$ cat src/rtl/game_pkg.sv
// Shared 2048 game definitions: direction encoding, repeat FSM states and
// 25 MHz-derived default timing constants used by debouncer, input and game FSM.
package game_pkg;

  typedef enum logic [1:0] {
    DIR_UP    = 2'd0,
    DIR_RIGHT = 2'd1,
    DIR_DOWN  = 2'd2,
    DIR_LEFT  = 2'd3
  } dir_t;

  typedef enum logic [1:0] {
    RPT_IDLE   = 2'd0,
    RPT_DELAY  = 2'd1,
    RPT_PERIOD = 2'd2
  } rpt_state_t;

  localparam int CLK_HZ            = 25_000_000;
  localparam int DEF_REPEAT_DELAY  = 12_500_000;
  localparam int DEF_REPEAT_PERIOD = 5_000_000;

endpackage

$ cat src/rtl/move_fifo.sv
// Parametric synchronous FIFO for move commands; a push into a full queue is
// accepted when a pop happens in the same cycle.
module move_fifo #(
  parameter int DEPTH = 4,
  parameter int W     = 2
) (
  input  logic         clk,
  input  logic         rst_n,
  input  logic         push,
  input  logic         pop,
  input  logic [W-1:0] din,
  output logic [W-1:0] dout,
  output logic         full,
  output logic         empty
);

  localparam int AW = $clog2(DEPTH);

  logic [W-1:0]  mem [DEPTH];
  logic [AW-1:0] wr_ptr;
  logic [AW-1:0] rd_ptr;
  logic [AW:0]   count;
  logic          do_push;
  logic          do_pop;

  assign full    = (count == (AW+1)'(DEPTH));
  assign empty   = (count == '0);
  assign do_pop  = pop && !empty;
  assign do_push = push && (!full || do_pop);
  assign dout    = mem[rd_ptr];

  // Pointers wrap naturally because DEPTH is a power of two.
  always_ff @(posedge clk) begin
    if (!rst_n) begin
      wr_ptr <= '0;
      rd_ptr <= '0;
      count  <= '0;
      for (int i = 0; i < DEPTH; i++) mem[i] <= '0;
    end else begin
      if (do_push) begin
        mem[wr_ptr] <= din;
        wr_ptr      <= wr_ptr + AW'(1);
      end
      if (do_pop) rd_ptr <= rd_ptr + AW'(1);
      case ({do_push, do_pop})
        2'b10:   count <= count + (AW+1)'(1);
        2'b01:   count <= count - (AW+1)'(1);
        default: count <= count;
      endcase
    end
  end

endmodule

$ cat src/rtl/move_input_ctrl.sv
// Turns debounced direction levels into queued move commands (valid/ready).
// Define MOVE_AUTOREPEAT_EN to add hold-to-repeat; otherwise only presses count.
module move_input_ctrl
  import game_pkg::*;
#(
  parameter int FIFO_DEPTH    = 4,
  parameter int REPEAT_DELAY  = DEF_REPEAT_DELAY,
  parameter int REPEAT_PERIOD = DEF_REPEAT_PERIOD,
  parameter int CNT_W         = 24
) (
  input  logic       clk,
  input  logic       rst_n,
  input  logic       btn_up,
  input  logic       btn_down,
  input  logic       btn_left,
  input  logic       btn_right,
  output logic       move_valid,
  output logic [1:0] move_dir,
  input  logic       move_ready,
  output logic       overflow
);

  logic [3:0] lvl;
  logic [3:0] prev;
  logic [3:0] rise;
  logic       armed;
  logic       edge_ev;
  logic [1:0] edge_dir;
  logic       ev;
  logic [1:0] ev_dir;
  logic       full;
  logic       empty;

  assign lvl  = {btn_up, btn_down, btn_left, btn_right};
  // The first cycle after reset only samples levels so held buttons stay silent.
  assign rise = armed ? (lvl & ~prev) : 4'b0000;

  always_ff @(posedge clk) begin
    if (!rst_n) begin
      prev  <= '0;
      armed <= 1'b0;
    end else begin
      prev  <= lvl;
      armed <= 1'b1;
    end
  end

  always_comb begin
    edge_ev  = |rise;
    edge_dir = DIR_RIGHT;
    if (rise[3])      edge_dir = DIR_UP;
    else if (rise[2]) edge_dir = DIR_DOWN;
    else if (rise[1]) edge_dir = DIR_LEFT;
  end

`ifdef MOVE_AUTOREPEAT_EN
  rpt_state_t       rpt_state;
  logic [CNT_W-1:0] rpt_cnt;
  logic [1:0]       rpt_dir;
  logic             one_held;
  logic             level_chg;
  logic             rpt_ev;

  assign one_held  = $onehot(lvl);
  assign level_chg = (lvl != prev);
  assign rpt_ev    = one_held && !level_chg &&
                     (((rpt_state == RPT_DELAY)  && (rpt_cnt == CNT_W'(REPEAT_DELAY - 1))) ||
                      ((rpt_state == RPT_PERIOD) && (rpt_cnt == CNT_W'(REPEAT_PERIOD - 1))));

  // A fresh single-button edge restarts tracking even though the level changed.
  always_ff @(posedge clk) begin
    if (!rst_n) begin
      rpt_state <= RPT_IDLE;
      rpt_cnt   <= '0;
      rpt_dir   <= DIR_UP;
    end else if (edge_ev && one_held) begin
      rpt_state <= RPT_DELAY;
      rpt_cnt   <= '0;
      rpt_dir   <= edge_dir;
    end else if (level_chg || !one_held) begin
      rpt_state <= RPT_IDLE;
      rpt_cnt   <= '0;
    end else begin
      case (rpt_state)
        RPT_DELAY: begin
          if (rpt_ev) begin
            rpt_state <= RPT_PERIOD;
            rpt_cnt   <= '0;
          end else begin
            rpt_cnt <= rpt_cnt + CNT_W'(1);
          end
        end
        RPT_PERIOD: rpt_cnt <= rpt_ev ? '0 : rpt_cnt + CNT_W'(1);
        default:    rpt_cnt <= '0;
      endcase
    end
  end

  assign ev     = edge_ev || rpt_ev;
  assign ev_dir = edge_ev ? edge_dir : rpt_dir;
`else
  assign ev     = edge_ev;
  assign ev_dir = edge_dir;
`endif

  move_fifo #(
    .DEPTH (FIFO_DEPTH),
    .W     (2)
  ) u_fifo (
    .clk   (clk),
    .rst_n (rst_n),
    .push  (ev),
    .pop   (move_ready),
    .din   (ev_dir),
    .dout  (move_dir),
    .full  (full),
    .empty (empty)
  );

  assign move_valid = !empty;

  always_ff @(posedge clk) begin
    if (!rst_n) overflow <= 1'b0;
    else        overflow <= ev && full && !(move_valid && move_ready);
  end

endmodule

$ cat config.mk
export PLATFORM = sky130hd
export DESIGN_NAME = move_input_ctrl
export DESIGN_NICKNAME = d
export VERILOG_FILES = /design/src/rtl/game_pkg.sv /design/src/rtl/move_fifo.sv /design/src/rtl/move_input_ctrl.sv
export SDC_FILE = /design/constraint.sdc
export NUM_CORES = 1
export LEC_CHECK = 0
export ABC_CLOCK_PERIOD_IN_PS = 3600
export CAP_MARGIN = 20
export CORE_UTILIZATION = 40
export DETAILED_ROUTE_END_ITERATION = 12
export HOLD_SLACK_MARGIN = 0.03
export PLACE_DENSITY_LB_ADDON = 0.15
export SKIP_CTS_REPAIR_TIMING = 1
export SLEW_MARGIN = 20
export SYNTH_ARGS = -nofsm -noshare
export SYNTH_HDL_FRONTEND = slang
export SYNTH_SLANG_ARGS = --single-unit
$ cat constraint.sdc
create_clock -name clk -period 3.6 [get_ports clk]
set_input_delay 0.72 -clock clk [delete_from_list [all_inputs] [get_ports clk]]
set_output_delay 0.72 -clock clk [all_outputs]
set_load 0.02 [all_outputs]
Yosys cells after proc, flatten, opt, wreduce, memory -nomap -nowiden
Memories as Yosys holds them, arrays and structs flattened. A register that Yosys moved wholly into a read port is not among the register bits.
Index checks and enable logic that the tools add are counted.
{ "totals": {"n_memories": 1, "regBits": 13, "input_bits": 7, "mem_bits_rw": 8} }
{ "op_classes": {"eq_ne": 3, "n_reduce_logical": 12, "n_bitwise": 2, "n_mux": 15, "addsub": 4} }
{ "mem_list": {"columns": ["memory", "words", "width", "rd", "rd_ports_with_merged_regs", "wr", "line", "source"], "rows": [
  ["u_fifo.mem", 4, 2, 1, 1, 4, "move_fifo.sv:19", "logic [W-1:0] mem [DEPTH];"]
]} }
{ "ops": {"columns": ["cell", "count"], "rows": [
  ["2-bit 2-to-1 mux", 7],
  ["1-bit 2-to-1 mux", 6],
  ["3-bit one-hot mux with 2 select lines", 1],
  ["2-bit by 1-bit adder with 2-bit output, second input constant", 2],
  ["4-bit bitwise AND", 1],
  ["1-bit logical AND", 4],
  ["4-bit 2-to-1 mux", 1],
  ["4-bit NOT", 1],
  ["4-bit OR reduction", 1],
  ["3-bit by 1-bit adder with 3-bit output, second input constant", 1],
  ["3-bit == test, second input constant", 1],
  ["1-bit logical NOT", 3],
  ["3-bit logical NOT", 1],
  ["3-bit by 1-bit subtractor with 3-bit output, second input constant", 1],
  ["2-bit by 1-bit == test with 1-bit output, second input constant", 1],
  ["2-bit == test, second input constant", 1],
  ["2-bit nonzero test", 1],
  ["2-bit OR reduction", 1],
  ["1-bit logical OR", 1]
]} }

Logic depth before layout (Yosys ltp)
Gate-level depths: netlist of the first run.
{ "logic_depth": {"depth_word": 10, "ltp_mapped": 10, "depth_no_buf": 9} }

Cells and area by module
Synthesis of the first run repeated with hierarchy kept, for this count alone.
{ "unflattened": {"cells_unflattened": 100, "area_unflattened_um2": 1056.0} }
{ "by_module_without_submodules": {"columns": ["module", "instances", "seq_area_each_um2", "area_each_um2", "cells_each"], "rows": [
  ["move_fifo", 1, 420.4, 828.3, 78],
  ["move_input_ctrl", 1, 120.1, 227.7, 22]
]} }

Least setup slack after synthesis of the first run
Ideal clock, no wire load.
{ "synth_path": {"path_type": "input -> register", "from": "in move_ready", "to": "reg u_fifo.count[2]", "arrival_time_ps": 2673, "path_buffers": 1, "setup_slack_ps": 852, "path_stages": 10, "setup_ps": 76, "cell_sequence": "or4b_4 -> nand2_1 -> or2_1 -> buf_6 -> ha_1 -> inv_1 -> fa_1 -> xor2_1 -> or3_1 -> a21boi_0"} }
{ "synth_between": {"elab_chain_cells": 5, "word_cells_on_any_way": 7, "classes_between": "2 x eq/ne; 1 x mux; 4 x reduce/logical"} }
{ "synth_rtl": {"columns": ["element", "line", "source"], "rows": [
  ["start: declaration", "move_input_ctrl.sv:19", "input logic move_ready,"],
  ["1-bit logical AND (*)", "move_fifo.sv:28", "assign do_pop = pop && !empty;"],
  ["1-bit logical OR", "move_fifo.sv:29", "assign do_push = push && (!full || do_pop);"],
  ["1-bit logical AND", "move_fifo.sv:29", null],
  ["2-bit by 1-bit == test with 1-bit output / 2-bit == test (equally long branches)", "move_fifo.sv:45", "case ({do_push, do_pop})"],
  ["3-bit one-hot mux with 2 select lines / 2-bit nonzero test (equally long branches)", null, null],
  ["end signal: assignment", "move_fifo.sv:46", "2'b10: count <= count + (AW+1)'(1);"],
  ["end signal: assignment", "move_fifo.sv:47", "2'b01: count <= count - (AW+1)'(1);"],
  ["end signal: assignment", "move_fifo.sv:48", "default: count <= count;"],
  ["end: declaration", "move_fifo.sv:22", "logic [AW:0] count;"]
]} }
Every way passes the cells marked *; elsewhere a longest branch is shown, timed or not.
A chain may end at the register's enable or synchronous reset.

Worst setup path in the final report of the first run
Ends and elaborated chain as after synthesis.

==> reports/summary.txt, run 1 <==
Synthesis-to-finish area growth: 14.75%
Hpwl dp: 1141 µm
Row count: 17
Root buffer selected by CTS: clkbuf_4
Peak VDD IR: 0.3114 mV
Critical path data arrival time: 3120 ps
Cell count after synthesis: 90
Core Region: 2276 µm²
Maxcap violations: 0
Reg2reg path depth: 9
GPL Wtd Cong: 0.7408
I/O Buffers: 10
N_diodes: 0
RR Endpoint: u_fifo.count[2]$_SDFFE_PN0P_
Worst-Margin Slew: 582.4 ps
Fin. max-slew vios: 0
Clock network power share: 0.172
GR Util met1: 0.1487
Syn_nets: 99
Met2 Usage GRT: 0.2273
Most Used Layer, Global Route: met2
LEAKAGE: 0.4251 nW
Power density over cell area: 572.0 nW/µm²
Clock slew at the register clock pins of the worst setup and hold paths: 110 ps
Met3 Use GR: 0.02924
Int Pwr: 0.4603 mW
Most common cell in the netlist: dfxtp_1
CP endpoint kind: flop
Crit. Startpoint: move_ready
CP top delay family: simple AND/OR/NAND/NOR gates
Setup TNS: 0 ps
Tcrit/Tclk final: 0.8003
Sequential-to-total area share from yosys stat: 0.5448
FF+latch count, synth: 23
Crit-path cells: clkdlybuf4s50_1 -> or4b_4 -> nand2_1 -> or2_1 -> ha_1 -> inv_1 -> fa_1 -> xor2_1 -> or3_1 -> a21boi_0
Vias in the first global route: 621
Share of cells above drive strength 1: 0.06931
Area leader, netlist: dfxtp_1
Final-report hold violation count: 0
Clock Latency Late Sink: 300 ps
Largest cells by area after synthesis: dfxtp_1, edfxtp_1, and2_1, mux4_2, nand2b_1
CTS tree: built
EDFF count, synth: 8
Worst hold path class: flop to flop
Clock sinks: 23
Syn Area/Cell: 11.02 µm²
Crit path buffers/inverters: 2
Total CTS buffers: 3
Fmax: 347.1 MHz
Initial antenna violation count: 0
Largest net degree at the start of global routing: 21
Yosys top cell area share: 0.3026
Reg power frac: 0.527
Drt pass-1 iters: 2
Total track usage: 0.1370
Initial Util: 0.4360
Normalized max-slew margin: 0.6105
Psw: 0.1909 mW
DR WL/cell: 11.73 µm
Most frequent cells after synthesis: dfxtp_1, and2_1, edfxtp_1
Pwr Total: 0.6512 mW
Prevailing post-synth register cell: dfxtp_1
Critical R2R Launch: u_fifo.count[0]$_SDFFE_PN0P_
Final Setup Violations: 0
CP Max Fanout: 4
Yosys warns: 0
Vias per cell: 4.953
Slowest cell on the critical path: or4b_4
Status: finished, final reports clean
Netlist Area Pre-Place: 992.2 µm²
H-tree depth: 1
Asr flop ratio synth: 0
Clock skew: 1.518 ps
Die H: 51.81 µm
Die width: 51.81 µm
Final nets: 111
Sw Share: 0.2932
Overflow after GRT: 0
R2r setup slk: 1120 ps
Global-route wire length before repair: 2511 µm
Crit path largest cell delay: 520 ps
Io pins: 11
Area of the die: 2684 µm²
Total Wirelength: 1513 µm
Startpoint types: input pin
Initial DRC count: 6
RSZ-0062 raised after global routing: no
DRC: 0
Logic pwr share: 0.301
WP depth: 10
Worst setup endpoint: u_fifo.count[2]$_SDFFE_PN0P_
Tmin final: 2881 ps
Data required time of the worst path: 3840 ps
Setup CP Type: input pin to flop
Clock tree buffer depth: 2
Synth unique cells: 29
Post-route ant nets: 0
Routed vias: 639
kinds of logic after synthesis:
logic type	count (synthesis)	synth area share
flops	23	0.5448
xor+xnor	4	0.03532
simple gates	38	0.2169
mux	3	0.05548
fa+ha+maj	2	0.03279
buf+inv	9	0.04161
compound gates	11	0.07315
worst reg2reg max path: cells and delay by family, from the launching register on:
| kind | cells | cell delay, ps |
|---|---|---|
| AOI/OAI and AO/OA | 1 | 150 |
| xor gates and xnor gates | 1 | 160 |
| adders and majority gates | 2 | 560 |
| buffers and inverters | 1 | 60 |
| DFF | 1 | 380 |
| and+or+nand+nor | 4 | 1110 |
metrics by stage:
step           setup WS [ps]  utilization  cell area (µm²)  hold slack (ps)  instances
2_1_floorplan          851.5            -            992.2            441.9         90
3_3_place_gp           427.2       0.4887             1112            465.0        125
3_5_place_dp           386.7       0.4887             1112            464.9        125
4_1_cts                709.6       0.5003             1139            484.8        129
5_1_grt                613.3       0.5003             1139            504.2        129
6_report               719.1       0.5003             1139            484.2        129
state kept, by name (all words and copies together) (netlist names), named ones only:
name	flops
armed	1
overflow	1
prev	4
u_fifo.count	3
u_fifo.mem	8
u_fifo.rd_ptr	2
u_fifo.wr_ptr	2
area by class of cell:
class | count | area, µm²
Inverter | 5 | 18.77
Sequential cell | 23 | 540.5
Tap cell | 28 | 35.03
Timing Repair Buffer | 11 | 107.6
Fill cell | 211 | 1137
Multi-Input combinational cell | 58 | 410.4
Clock buffer | 4 | 26.28
routing by layer:
metal	vias up	part of all wire
met2	10	0.48
met1	286	0.47
met3	4	0.024
met5	-	0
li1	339	-
met4	0	0.030
cells in the final DEF (no fill, tap or decap), types with 2 or more instances in the layout:
cell type / instances
o21ai_0: 4
mux4_2: 2
nor3_1: 4
and2_1: 9
xnor2_1: 2
nor2_1: 3
dfxtp_1: 15
xor2_1: 2
clkbuf_4: 3
clkdlybuf4s50_1: 10
nand3_1: 2
nand2b_1: 6
nand2_1: 7
o21ai_1: 2
or3_1: 3
inv_1: 5
edfxtp_1: 8
power groups by stage:
stage	clock [mW]	combinational (mW)	sequential, mW
2_1_floorplan	0	0.147	0.337
3_3_place_gp	0	0.195	0.346
3_5_place_dp	0	0.198	0.349
4_1_cts	0.118	0.199	0.343
5_1_grt	0.129	0.220	0.347
6_report	0.112	0.196	0.343
worst min path at each step:
stage	depth (start not counted)	to	start	slack, ps
after floorplan	2	overflow$_SDFF_PN0_	armed$_DFF_P_	440
after global placement	2	overflow$_SDFF_PN0_	armed$_DFF_P_	460
after detailed placement	2	overflow$_SDFF_PN0_	armed$_DFF_P_	460
after CTS	2	overflow$_SDFF_PN0_	armed$_DFF_P_	480
after global routing	2	overflow$_SDFF_PN0_	armed$_DFF_P_	500
final	2	overflow$_SDFF_PN0_	armed$_DFF_P_	480
(Power assumes the default switching activity.)
==> run 2: changes to the inputs <==
- ABC_CLOCK_PERIOD_IN_PS: 3600 -> 2480
- clock period: 3.6 -> 2.48 ns (I/O delays scaled with it)
==> run 2 against run 1 <==
Net effect:
- clock skew rose by 2.7 ps
- cell area increased by 5.7%
- non-clock buffer count grew 6
- largest cell class unchanged
- first-iteration DRC count decreased by 50%
- final cell count increased by 4.7%
==> reports/summary.txt, run 2 (same netlist as run 1, synthesis figures left out) <==
Root buffer selected by CTS: clkbuf_4
Max reg flops: 8
Clock tree buffer depth: 2
Worst hold path class: flop to flop
CP endpoint kind: flop
Most common cell after layout, fill and taps aside: dfxtp_1
CTS tree: built
Pwr Total: 0.9928 mW
DR WL/cell: 11.88 µm
Vias in the first global route: 632
Final nets: 117
Clock network power share: 0.171
Commonest non-fill, non-tap cells in the layout: dfxtp_1, and2_1, clkdlybuf4s50_1, edfxtp_1, buf_4
FF+latch area: 540.5 µm²
Biggest regs: u_fifo.mem: 8 flops, prev: 4 flops, u_fifo.count: 3 flops
Clock Latency Late Sink: 300 ps
Fmax: 433.6 MHz
I/O Buffers: 10
Maxcap violations: 0
Initial DRC count: 3
Total Wirelength: 1604 µm
N_diodes: 0
Int Pwr: 0.6984 mW
Drt pass-1 iters: 4
Status: finished, final reports clean
Multi-input gate area: 427.9 µm²
Initial antenna violation count: 0
Critical path data arrival time: 2550 ps
Final Setup Violations: 0
Row count: 17
Core Region: 2276 µm²
Tcrit/Tclk final: 0.9299
Global-route wire length before repair: 2711 µm
Normalized max-slew margin: 0.7533
Peak VDD IR: 0.4977 mV
Io pins: 11
Largest reg by FF count: u_fifo.mem
Hpwl dp: 1218 µm
DRC: 0
Power density over cell area: 824.8 nW/µm²
Routed vias: 674
Clock sinks: 23
Area of the die: 2684 µm²
GPL Wtd Cong: 0.7196
Synthesis-to-finish area growth: 21.31%
Clock slew at the register clock pins of the worst setup and hold paths: 120 ps
Initial Util: 0.4360
Final cell count without fillers: 135
Total CTS buffers: 3
Final-report hold violation count: 0
H-tree depth: 1
Logic pwr share: 0.329
Worst-Margin Slew: 366.9 ps
Fin. max-slew vios: 0
Overflow after GRT: 0
Largest net degree at the start of global routing: 13
Share of cells above drive strength 1: 0.1495
Sw Share: 0.2965
Die width: 51.81 µm
Psw: 0.2944 mW
Fill cell count: 213
Post-Place Cells: 131
Post-route ant nets: 0
Reg power frac: 0.500
RSZ-0062 raised after global routing: no
CP Max Fanout: 5
Final Cell Area: 1204 µm²
Setup CP Type: flop to flop
Tmin final: 2306 ps
LEAKAGE: 0.4642 nW
Data required time of the worst path: 2730 ps
Placed Area: 1170 µm²
Post-layout util: 0.5289
Clock skew: 4.174 ps
Hold_ws: 527.9 ps
Total track usage: 0.1403
Die H: 51.81 µm
Vias per cell: 4.993
Startpoint types: flop
[run 2: cell count changes in the layout (fill, tap and decap cells not counted)]
cell,before,now
ha_1,1,0
a21boi_1,1,2
a21boi_0,1,0
buf_4,1,7
nand2_1,7,6
dlymetal6s2s_1,0,1
clkdlybuf4s50_1,10,9
ha_4,0,1
or2_1,1,0
nand2_2,0,1
or2_4,0,1
[run 2: worst paths after layout]
path	to	cells after the start	from	slack [ps]
min reg2reg	u_fifo.count[2]$_SDFFE_PN0P_	2	u_fifo.count[2]$_SDFFE_PN0P_	530
max	u_fifo.count[2]$_SDFFE_PN0P_	9	u_fifo.count[0]$_SDFFE_PN0P_	170
max reg2reg	u_fifo.count[2]$_SDFFE_PN0P_	9	u_fifo.count[0]$_SDFFE_PN0P_	170
min	u_fifo.count[2]$_SDFFE_PN0P_	2	u_fifo.count[2]$_SDFFE_PN0P_	530
[run 2: final cells by class]
type / instances / area share
Inverter: 5 / 0.01559
Sequential cell: 23 / 0.4491
Multi-Input combinational cell: 58 / 0.3555
Clock buffer: 4 / 0.02183
Tap cell: 28 / 0.02911
Timing Repair Buffer: 17 / 0.1289
[run 2: metrics by stage]
| stage | setup TNS [ps] | worst slack [ps] |
|---|---|---|
| global route | 0 | 71.55 |
| detailed placement | -570.8 | -413.5 |
| CTS | -93.40 | -93.40 |
| global placement | -502.3 | -364.7 |
| floorplan | 0 | 2.130 |
| finish | 0 | 173.9 |
[run 2: worst max-delay path, cell delays in order (launching register included)]
cell	delay (ps)
dfxtp_1	370
or4b_4	550
nand2_2	80
or2_4	120
ha_4	120
inv_1	40
fa_1	360
xor2_1	160
or3_1	310
a21boi_1	120
[run 2: per-layer routing]
layer  vias to the layer above  GRT usage  share of wire
li1                        346          -              -
met2                        11     0.2403           0.51
met3                         2    0.02924          0.030
met4                         0    0.06757         0.0087
met5                         -          0              0
met1                       315     0.1660           0.45
[run 2: power by group through the flow]
stage	sequential, mW	clock [mW]	combinational (mW)
after detailed placement	0.505	0	0.325
after global routing	0.503	0.190	0.358
after global placement	0.503	0	0.319
after floorplan	0.490	0	0.225
final	0.497	0.170	0.326
after CTS	0.496	0.177	0.327
